--- config.mk ---
export PLATFORM = sky130hd
export DESIGN_NAME = muldiv_seq
export DESIGN_NICKNAME = d
export VERILOG_FILES = /design/src/rtl/muldiv_seq.sv
export SDC_FILE = /design/constraint.sdc
export NUM_CORES = 1
export LEC_CHECK = 0
export ABC_AREA = 1
export CAP_MARGIN = 25
export CORE_MARGIN = 2
export CORE_UTILIZATION = 49
export CTS_CLUSTER_DIAMETER = 100
export DETAILED_ROUTE_END_ITERATION = 6
export PLACE_DENSITY = 0.81
export SLEW_MARGIN = 15
export SYNTH_ARGS = -nofsm -noshare
export SYNTH_HDL_FRONTEND = slang
export SYNTH_SLANG_ARGS = --single-unit
--- constraint.sdc ---
create_clock -name clk -period 2.8 [get_ports clk]
set_clock_uncertainty 0.2 [all_clocks]
set_input_delay 0.56 -clock clk [delete_from_list [all_inputs] [get_ports clk]]
set_output_delay 0.56 -clock clk [all_outputs]
set_load 0.005 [all_outputs]
--- src/rtl/muldiv_seq.sv ---
// Iterative unsigned MULTU/DIVU sequencer driving one shared ALU for 32 cycles per operation.
// Define MULDIV_DIV_EN to build the divide datapath; without it DIVU completes at once with zero results.
package muldiv_pkg;
  localparam logic [5:0] ALU_SLL  = 6'h00;
  localparam logic [5:0] ALU_ADDU = 6'h21;
  localparam logic [5:0] ALU_SUBU = 6'h23;

  typedef enum logic [1:0] {
    S_IDLE,
    S_RUN,
    S_DONE
  } state_t;
endpackage

module muldiv_alu
  import muldiv_pkg::*;
(
  input  logic [31:0] a,
  input  logic [31:0] b,
  input  logic [5:0]  funct,
  input  logic [4:0]  shamt,
  output logic [31:0] y
);
  always_comb begin
    case (funct)
      ALU_ADDU: y = a + b;
      ALU_SUBU: y = a - b;
      ALU_SLL:  y = b << shamt;
      default:  y = a;
    endcase
  end
endmodule

module muldiv_seq
  import muldiv_pkg::*;
#(
  parameter int ITER = 32
) (
  input  logic        clk,
  input  logic        reset_n,
  input  logic        start,
  input  logic        op,
  input  logic [31:0] a,
  input  logic [31:0] b,
  output logic        busy,
  output logic        done,
  output logic [31:0] hi,
  output logic [31:0] lo
);
  state_t      state_q, state_d;
  logic [31:0] hi_q, hi_d, lo_q, lo_d, opnd_q, opnd_d;
  logic [4:0]  cnt_q, cnt_d;
  logic [31:0] alu_a, alu_y;
  logic [5:0]  alu_funct;
  logic        carry;
`ifdef MULDIV_DIV_EN
  logic        op_q, op_d;
  logic        top, take;
  logic [31:0] rem;
`endif

  // NOTE: state flops use non-blocking assignments so every flop samples pre-edge values.
  always_ff @(posedge clk or negedge reset_n) begin
    if (!reset_n) state_q <= S_IDLE;
    else          state_q <= state_d;
  end

  always_comb begin
    state_d = state_q;
    case (state_q)
      S_IDLE: begin
        if (start) begin
`ifdef MULDIV_DIV_EN
          state_d = S_RUN;
`else
          state_d = op ? S_DONE : S_RUN;
`endif
        end
      end
      S_RUN:   if (cnt_q == 5'(ITER - 1)) state_d = S_DONE;
      S_DONE:  state_d = S_IDLE;
      default: state_d = S_IDLE;
    endcase
  end

  always_comb begin
    busy = (state_q != S_IDLE);
    done = (state_q == S_DONE);
  end

  // The ALU is shared: add for the multiply step, subtract for the divide step.
`ifdef MULDIV_DIV_EN
  assign rem       = {hi_q[30:0], lo_q[31]};
  assign top       = hi_q[31];
  assign alu_a     = op_q ? rem : hi_q;
  assign alu_funct = op_q ? ALU_SUBU : ALU_ADDU;
  assign take      = top | (rem >= opnd_q);
`else
  assign alu_a     = hi_q;
  assign alu_funct = ALU_ADDU;
`endif
  assign carry = (alu_y < hi_q);

  muldiv_alu u_alu (
    .a     (alu_a),
    .b     (opnd_q),
    .funct (alu_funct),
    .shamt (5'd0),
    .y     (alu_y)
  );

  // NOTE: every datapath next-state gets a hold default first so no latch is inferred.
  always_comb begin
    hi_d   = hi_q;
    lo_d   = lo_q;
    opnd_d = opnd_q;
    cnt_d  = cnt_q;
`ifdef MULDIV_DIV_EN
    op_d   = op_q;
`endif
    case (state_q)
      S_IDLE: begin
        if (start) begin
          hi_d  = '0;
          cnt_d = '0;
`ifdef MULDIV_DIV_EN
          op_d   = op;
          lo_d   = op ? a : b;
          opnd_d = op ? b : a;
`else
          lo_d   = op ? 32'd0 : b;
          opnd_d = op ? 32'd0 : a;
`endif
        end
      end
      S_RUN: begin
        cnt_d = cnt_q + 5'd1;
`ifdef MULDIV_DIV_EN
        if (op_q) begin
          hi_d = take ? alu_y : rem;
          lo_d = {lo_q[30:0], take};
        end else
`endif
        begin
          if (lo_q[0]) {hi_d, lo_d} = {carry, alu_y, lo_q[31:1]};
          else         {hi_d, lo_d} = {1'b0, hi_q, lo_q[31:1]};
        end
      end
      default: ;
    endcase
  end

  always_ff @(posedge clk or negedge reset_n) begin
    if (!reset_n) begin
      hi_q   <= '0;
      lo_q   <= '0;
      opnd_q <= '0;
      cnt_q  <= '0;
`ifdef MULDIV_DIV_EN
      op_q   <= 1'b0;
`endif
    end else begin
      hi_q   <= hi_d;
      lo_q   <= lo_d;
      opnd_q <= opnd_d;
      cnt_q  <= cnt_d;
`ifdef MULDIV_DIV_EN
      op_q   <= op_d;
`endif
    end
  end

  assign hi = hi_q;
  assign lo = lo_q;
endmodule

* Yosys cells after proc, flatten, opt, wreduce, memory -nomap -nowiden
Cells that the tools add are included.
Storage, ports and cells: bits in registers 103, bits in latches 0, memory bits (writable) 0, ROM bits 0, input bits 68, output and inout port bits 66, word-level logic and storage cells 33, memories kept 0
Operators by class: add/subtract/negate cells 2, $mul 0, div/mod/pow operators 0, $lt $le $gt $ge 1, eq/ne operators 5, shift operators 0, muxes and demuxes 14, bitwise operators 0, reductions and logical operators 6
Operator list (number):
- $mux W32 | 6
- $pmux W32 S2 | 2
- $add A32 B32 Y32 | 1
- $lt A32 B32 Y1 | 1
- $pmux W5 S2 | 1
- $mux W2 | 3
- $reduce_and A2 Y1 | 3
- $add A5 B1 Y5 const B | 1
- $eq A5 B5 Y1 const B | 1
- $mux W5 | 1
- $ne A2 B2 Y1 const B | 2
- $pmux W2 S2 | 1
- $reduce_bool A2 Y1 | 2
- $eq A2 B1 Y1 const B | 1
- $eq A2 B2 Y1 const B | 1
- $logic_not A2 Y1 | 1

* Logic depth before layout (Yosys ltp)
depth in word-level cells 4, depth in mapped cells 21, gate-level depth less buffers 21

* Modules after synthesis
A second synthesis with hierarchy kept.
Unflattened totals: cells, all modules 1758, area, all modules 10810.4 um^2
Modules (own cells, without submodules):
- muldiv_alu | times used 1, cells each 1138, area an instance 5467.7 um^2, sequential area each 0.0 um^2
- muldiv_seq | times used 1, cells each 620, area an instance 5342.6 um^2, sequential area each 2577.5 um^2

* Worst setup path after synthesis
Ideal clock, no wire load.
path kind register to register, start point register hi_q[0] (netlist: hi[0]), end point register hi_q[31] (netlist: hi[31]), setup time 0.118 ns, data arrival time 2.549 ns, data required time 2.482 ns, path slack -0.068 ns, cell stages (with the launch flop) 19, path buffers 0, period minus slack after synthesis 2.868 ns, cell sequence dfrtp_1 > ha_1 > inv_1 > fa_1 > inv_1 > nand3_1 > nand3_1 > nand2_1 > nand3_2 > nand2_1 > nand3_1 > nand2_1 > ha_1 > nand2_1 > nor4_1 > and3_1 > nand2_1 > nand4_1 > nand2_1
Between the ends: longest elaborated chain between the ends 4
RTL lines:
- start: declaration | RTL line 51 | logic [31:0] hi_q, hi_d, lo_q, lo_d, opnd_q, opnd_d;
- start signal: assignment | RTL line 163 | hi_q <= hi_d;
- $add A32 B32 Y32 | RTL line 26 | ALU_ADDU: y = a + b;
- $lt A32 B32 Y1 * | RTL line 102 | assign carry = (alu_y < hi_q);
- $mux W32 * | RTL line 145 | if (lo_q[0]) {hi_d, lo_d} = {carry, alu_y, lo_q[31:1]};
- $pmux W32 S2 * | RTL line 121 | case (state_q)
Every way passes the cells marked *; elsewhere a longest branch is shown, timed or not. A chain may end at the register's enable or synchronous reset.

* Final worst setup path
start point register hi_q[8] (netlist: hi[8]), end point register hi_q[31] (netlist: hi[31])
Same word-level chain as after synthesis.

==> qor.yml <==
synth:
  yosys.area.top_type: "dfrtp_1"
  synth_top_cell_area_share_pct: 33.1
  synth_top_family_by_area: "simple AND/OR/NAND/NOR gates"
  synth_compound_area_share_pct: 14.0
  syn_inst: 1166
  yosysMostFrequentCell: "nand2_1"
  synth_mux_area_share_pct: 0
  synth_ff_type: "dfrtp_1"
  syn_area_um2: 7790
  ys_top_cells_by_area: "dfrtp_1 (33%), nand2_1 (20%), ha_1 (10%)"
  synthAdderAreaFrac_pct: 10.7
  ys_seq_area_share_pct: 33.1
  ys_ff_latch: 103
  synthSimpleGateAreaFrac_pct: 30.0
  postSynth.asyncResetShare_pct: 100
  synth-xor-area-share_pct: 1.35
  synth.distinct_cells: 42
  avgSynthCellArea_um2: 6.68
  synth_common_cells: "nand2_1 (415), inv_1 (171), dfrtp_1 (103)"
  syn-num-nets: 1300
  synth_edf_count: 0
  yosysWarnings: 0
worst_setup_path:
  path_cells: "ha_4, buf_6, nand2_2, nand2_2, inv_2, nand2_2, nand3b_1, buf_4, nand2_4, nand2_2, nand2_2, nand2_2, ha_4, nand2_4, nor4_4, and3_1, nand2_2, nand4_1, nand2_1"
  startpoint_type: "flop"
  crit_slowest_cell: "dfrtp_1"
  path_common_cell: "nand2_2"
  end_kind: "flop"
  worstPathMaxFanout: 3
  rr_endpoint: "hi[31]"
  critPathBufInv: 3
  r2r_start: "hi[8]"
  ff2ff_path_depth: 19
  cp_slowest_stage_delay_ps: 430
  ff2ff_setup_slack_ps: -270
  crit_type: "reg -> reg"
  cp_top_family: "simple AND/OR/NAND/NOR gates"
  required_ps: 2870
  cp_data_arrival_time_ps: 3140
timing:
  hold_viol: 0
  slew_viol_final: 0
  period_share_pct: 110
  setup_viol: 1
  slew_headroom_pct: 60.0
  tightestPinTransition_ps: 600
  tns_ps: -273
  fin_crit_ps: 3070
  fmax_mhz: 325
  rsz0062_at_grt: "yes"
  fin_ws_ps: -273
power_and_ir_drop:
  powerDensity_nw_per_um2: 1270
  ir_drop_v: 0.000698
  p_total_mw: 14.4
  leakage_nw: 5.77
placed_design:
  io_buffers: 133
  globalplace.congestion: 0.985
  dp.cells: 1589
  pre_cts_slack_ps: -286
  post-dp-hpwl_mm: 18.6
clocking:
  clockBufferDepth: 2
  root_buffer: "clkbuf_16"
  clock_latency_ps: 370
  clk_pin_slew_ps: 80
  h-tree-depth: 3
  cts_made_buffers: 9
  cts_tree: "done"
  clkSinkCount: 103
detailed_routing:
  routedWlPerCell_um: 16.4
  ant_nets: 0
  dr.pass1.iters: 7
  routed_via_density: 5.43
  num_vias: 8839
  drt_iter0_drc: 719
  wl_mm: 26.8
  drc_errors: 0
layout:
  antenna_cells: 0
  nets: 1541
  area_delta_synth_final_pct: 45.7
  finalNonFillerCells: 1628
  drive_above_1_share_pct: 22.2
floorplanning:
  die_area_um2: 16900
  core_area_um2: 15700
  die_height_um: 130
  start_util_pct: 49.6
  fp-row-count: 46
  io_pins: 134
  die_w_um: 130
min_path:
  worstHoldStart: "cnt_q[3]"
  hp-class: "reg -> reg"
  hold_depth: 1
  min_to: "cnt_q[3]"
grt:
  grt_usage_pct: 30.1
  grt_pass1_vias: 8364
  grt_pass1_wl_mm: 39.7
  grt-ovfl-total: 0
  grt_max_degree: 76
  grt_antenna_before_repair: 0
outcome:
  failed_checks: "setup timing"
  status: "finished with violations"
job:
  maxCapViolCount: 0
-- layout by cell type, fill, tap and decap left out, types with 6 or more instances in the layout --
master / count
nand2_1: 364
nand3_1: 61
nor2_1: 46
nand3_2: 6
ha_1: 33
a21oi_1: 51
inv_2: 14
clkbuf_16: 9
xor2_1: 7
buf_4: 132
dfrtp_1: 103
o21ai_1: 18
o21ai_0: 72
nor2_2: 14
clkdlybuf4s50_1: 132
a21oi_2: 15
ha_4: 28
nand2_2: 55
a31oi_1: 8
inv_1: 162
-- state kept, by name, indices dropped and copies added (netlist names) --
signal	count
lo	32
state_q	2
cnt_q	5
opnd_q	32
hi	32
-- cells by family after synthesis --
| logic type | after synthesis |
|---|---|
| buffers and inverters | 216 |
| AND/OR/NAND/NOR | 572 |
| AO/OA/AOI/OAI | 197 |
| XOR/XNOR | 12 |
| flip-flops | 103 |
| adder cells (fa/ha/maj) | 66 |
-- layout make-up --
cell class,instances,area [um^2]
clock inverters,6,76.3
well taps,216,270
clock buffers,10,229
inverters,177,664
flip-flops and latches,103,2580
repair buffers,269,2390
fillers,1161,4360
multi-input cells,847,5140
-- power by group --
| part | internal [mW] | switching, mW |
|---|---|---|
| clock network | 0.710 | 0.647 |
| registers | 2.15 | 0.669 |
| logic | 4.71 | 5.54 |
-- timing repair --
item,4_1_cts,5_1_grt
resized for setup,35,121
pin swaps,17,46
endpoints found under the hold margin,3,0
setup buffers,5,17
hold buffers,1,0
endpoints found under the setup margin,1,1
-- worst max-delay path by stage --
stage | cells after the start | from | to | slack (ps)
global placement | 17 | hi[8] | hi[31] | -270
detailed placement | 17 | hi[8] | hi[31] | -290
global route | 19 | hi[8] | hi[31] | -370
floorplan | 18 | hi[0] | hi[31] | 30
finish | 19 | hi[8] | hi[31] | -270
CTS | 17 | hi[8] | hi[31] | -130
-- routing by layer --
metal  GRT usage, %  share of wire (%)  vias up
met1           38.7                 40     4139
met3           6.77                9.5       92
met2           50.7                 47      415
li1               -                  -     4193
met5              0                  0        -
met4           9.68                3.5        0
-- through the flow --
| stage | hold WS [ps] | cell area, um^2 | utilization (%) |
|---|---|---|---|
| finish | 306 | 11400 | 72.2 |
| global route | 331 | 11400 | 72.2 |
| CTS | 298 | 10700 | 67.9 |
| detailed placement | 183 | 10100 | 64.3 |
| global placement | 187 | 10100 | 64.3 |
| floorplan | 64.4 | 7810 | - |
-- worst register-to-register path, delay by kind of cell (launching register included) --
kind          cells  cell delay [ps]
fa+ha+maj         2              560
buf+inv           3              390
flops             1              430
simple gates     14             1390
(Power assumes the default switching activity.)
==> edit (config.mk and constraints unchanged) <==
The 3 states of `state_t` get a one-hot encoding in 3 bits.
--- a/src/rtl/muldiv_seq.sv
+++ b/src/rtl/muldiv_seq.sv
@@ -5,10 +5,10 @@
   localparam logic [5:0] ALU_ADDU = 6'h21;
   localparam logic [5:0] ALU_SUBU = 6'h23;
 
-  typedef enum logic [1:0] {
-    S_IDLE,
-    S_RUN,
-    S_DONE
+  typedef enum logic [2:0] {
+    S_IDLE = 3'b001,
+    S_RUN  = 3'b010,
+    S_DONE = 3'b100
   } state_t;
 endpackage
 
Formal check against the unedited RTL: no difference found for any inputs over 4 cycles, from zero or initial values and one cycle with reset_n low; so few cycles prove little.
==> edit against the unedited design <==
The run still ends with negative setup slack left; combinational power down 42%; total power down 34%; sequential cell count up 1; final area up 0.37%; synthesized area up 0.74%; wire length down 1.7%; worst setup slack better by 0.0057 ns; hold slack better by 0.0038 ns.
==> edit: results (changes against the unedited design) <==
Post-DP HPWL - 19.5 mm (+5.1%)
Post-DP Area - 10400 sq um (+2.7%)
Signal buffers - 287 (+6.7%)
All-Layer GR Usage - 31.5% (+1.4 points)
ClkCell Share - 2.53% (-0.16 points)
NonClk Buf Share - 22.0% (+0.89 points)
Vias - 8622 (-2.5%)
Filler cells - 1304 (+12%)
Post-synth top cells - nand2_1, inv_1, nand3_1
Sink Count - 104 (+0.97%)
layout cell share with drive strength beyond 1 - 21.4% (-0.76 points)
Worst Setup Slack, final - -0.267 ns (+0.00572 ns)
grt met1 use - 43.3% (+4.6 points)
Worst Path Arrival - 3.13 ns (about the same)
Setup violations, final - 1 (unchanged)
Seq/Total Area, Yosys - 33.2% (+0.092 points)
Rel. slew slack - 56.6% (-3.4 points)
Yosys cell types - 38 (-9.5%)
met2 routed WL - 12.0 mm (-5.2%)
synth-to-layout area growth - 45.1%
sequential power share - 24.9% (+5.4 points)
top cells by area, synth - dfrtp_1, nand2_1, ha_1
number of global-route vias before repair - 8373 (+0.11%)
outcome - finished, violations left
DR WL met3 - 2.07 mm (-18%)
Power Density - 842 nW/um^2 (-34%)
failing checks - negative setup slack
#MultiIn Comb - 857 (+1.2%)
Leak - 5.87 nW (+1.8%)
-- edit: changes by cell type after synthesis, sizes merged, moves of 5 or more --
cell	delta
nand2	-12
a21oi	-6
o21ai	-18
nor3	+5
a31oi	-8
nand3	+75
nor2	-14
a221o	-5
-- edit: logic make-up after synthesis --
family          after synthesis  synth area share [%]
flops                       104                  33.2
fa+ha+maj                    66                  10.6
xor+xnor                     14                  1.66
compound gates              152                  10.3
buf+inv                     215                  10.6
simple gates                625                  33.6
-- edit: critical path: stages, from the launching register on --
cell	delay, ns
dfrtp_2	0.44
ha_4	0.26
nand2_2	0.07
inv_1	0.06
nand2_1	0.08
nand2_2	0.07
buf_6	0.11
a21oi_4	0.12
nand2_2	0.12
nand2_4	0.09
nand2_1	0.06
nand2_2	0.09
nand2_2	0.08
ha_4	0.27
nand2_2	0.04
inv_2	0.06
nand3_2	0.06
or2_4	0.26
nor4_4	0.21
nand2_1	0.09
nand2_1	0.07
nand2_1	0.06
-- edit: path summary, 6_finish.rpt --
| kind | startpoint | endpoint | slack (ns) | cells past startpoint |
|---|---|---|---|---|
| worst max register to register | hi[14] | hi[31] | -0.27 | 21 |
| worst min register to register | cnt_q[4] | cnt_q[4] | 0.31 | 1 |
| worst min-delay path | cnt_q[4] | cnt_q[4] | 0.31 | 1 |
| worst max-delay path | hi[14] | hi[31] | -0.27 | 21 |
| max in group asynchronous | reset_n | state_q[0] | 1.34 | 3 |
| min in group asynchronous | reset_n | lo[23] | 0.41 | 2 |
-- edit: through the flow --
stage / total power [W] / setup slack (ns) / TNS (ns)
final: 0.00960 / -0.267 / -0.267
after global routing: 0.0103 / -0.434 / -0.434
after CTS: 0.00932 / -0.268 / -0.268
after detailed placement: 0.00759 / -0.420 / -0.420
after global placement: 0.00748 / -0.375 / -0.375
after floorplan: 0.00514 / -0.0753 / -0.0753
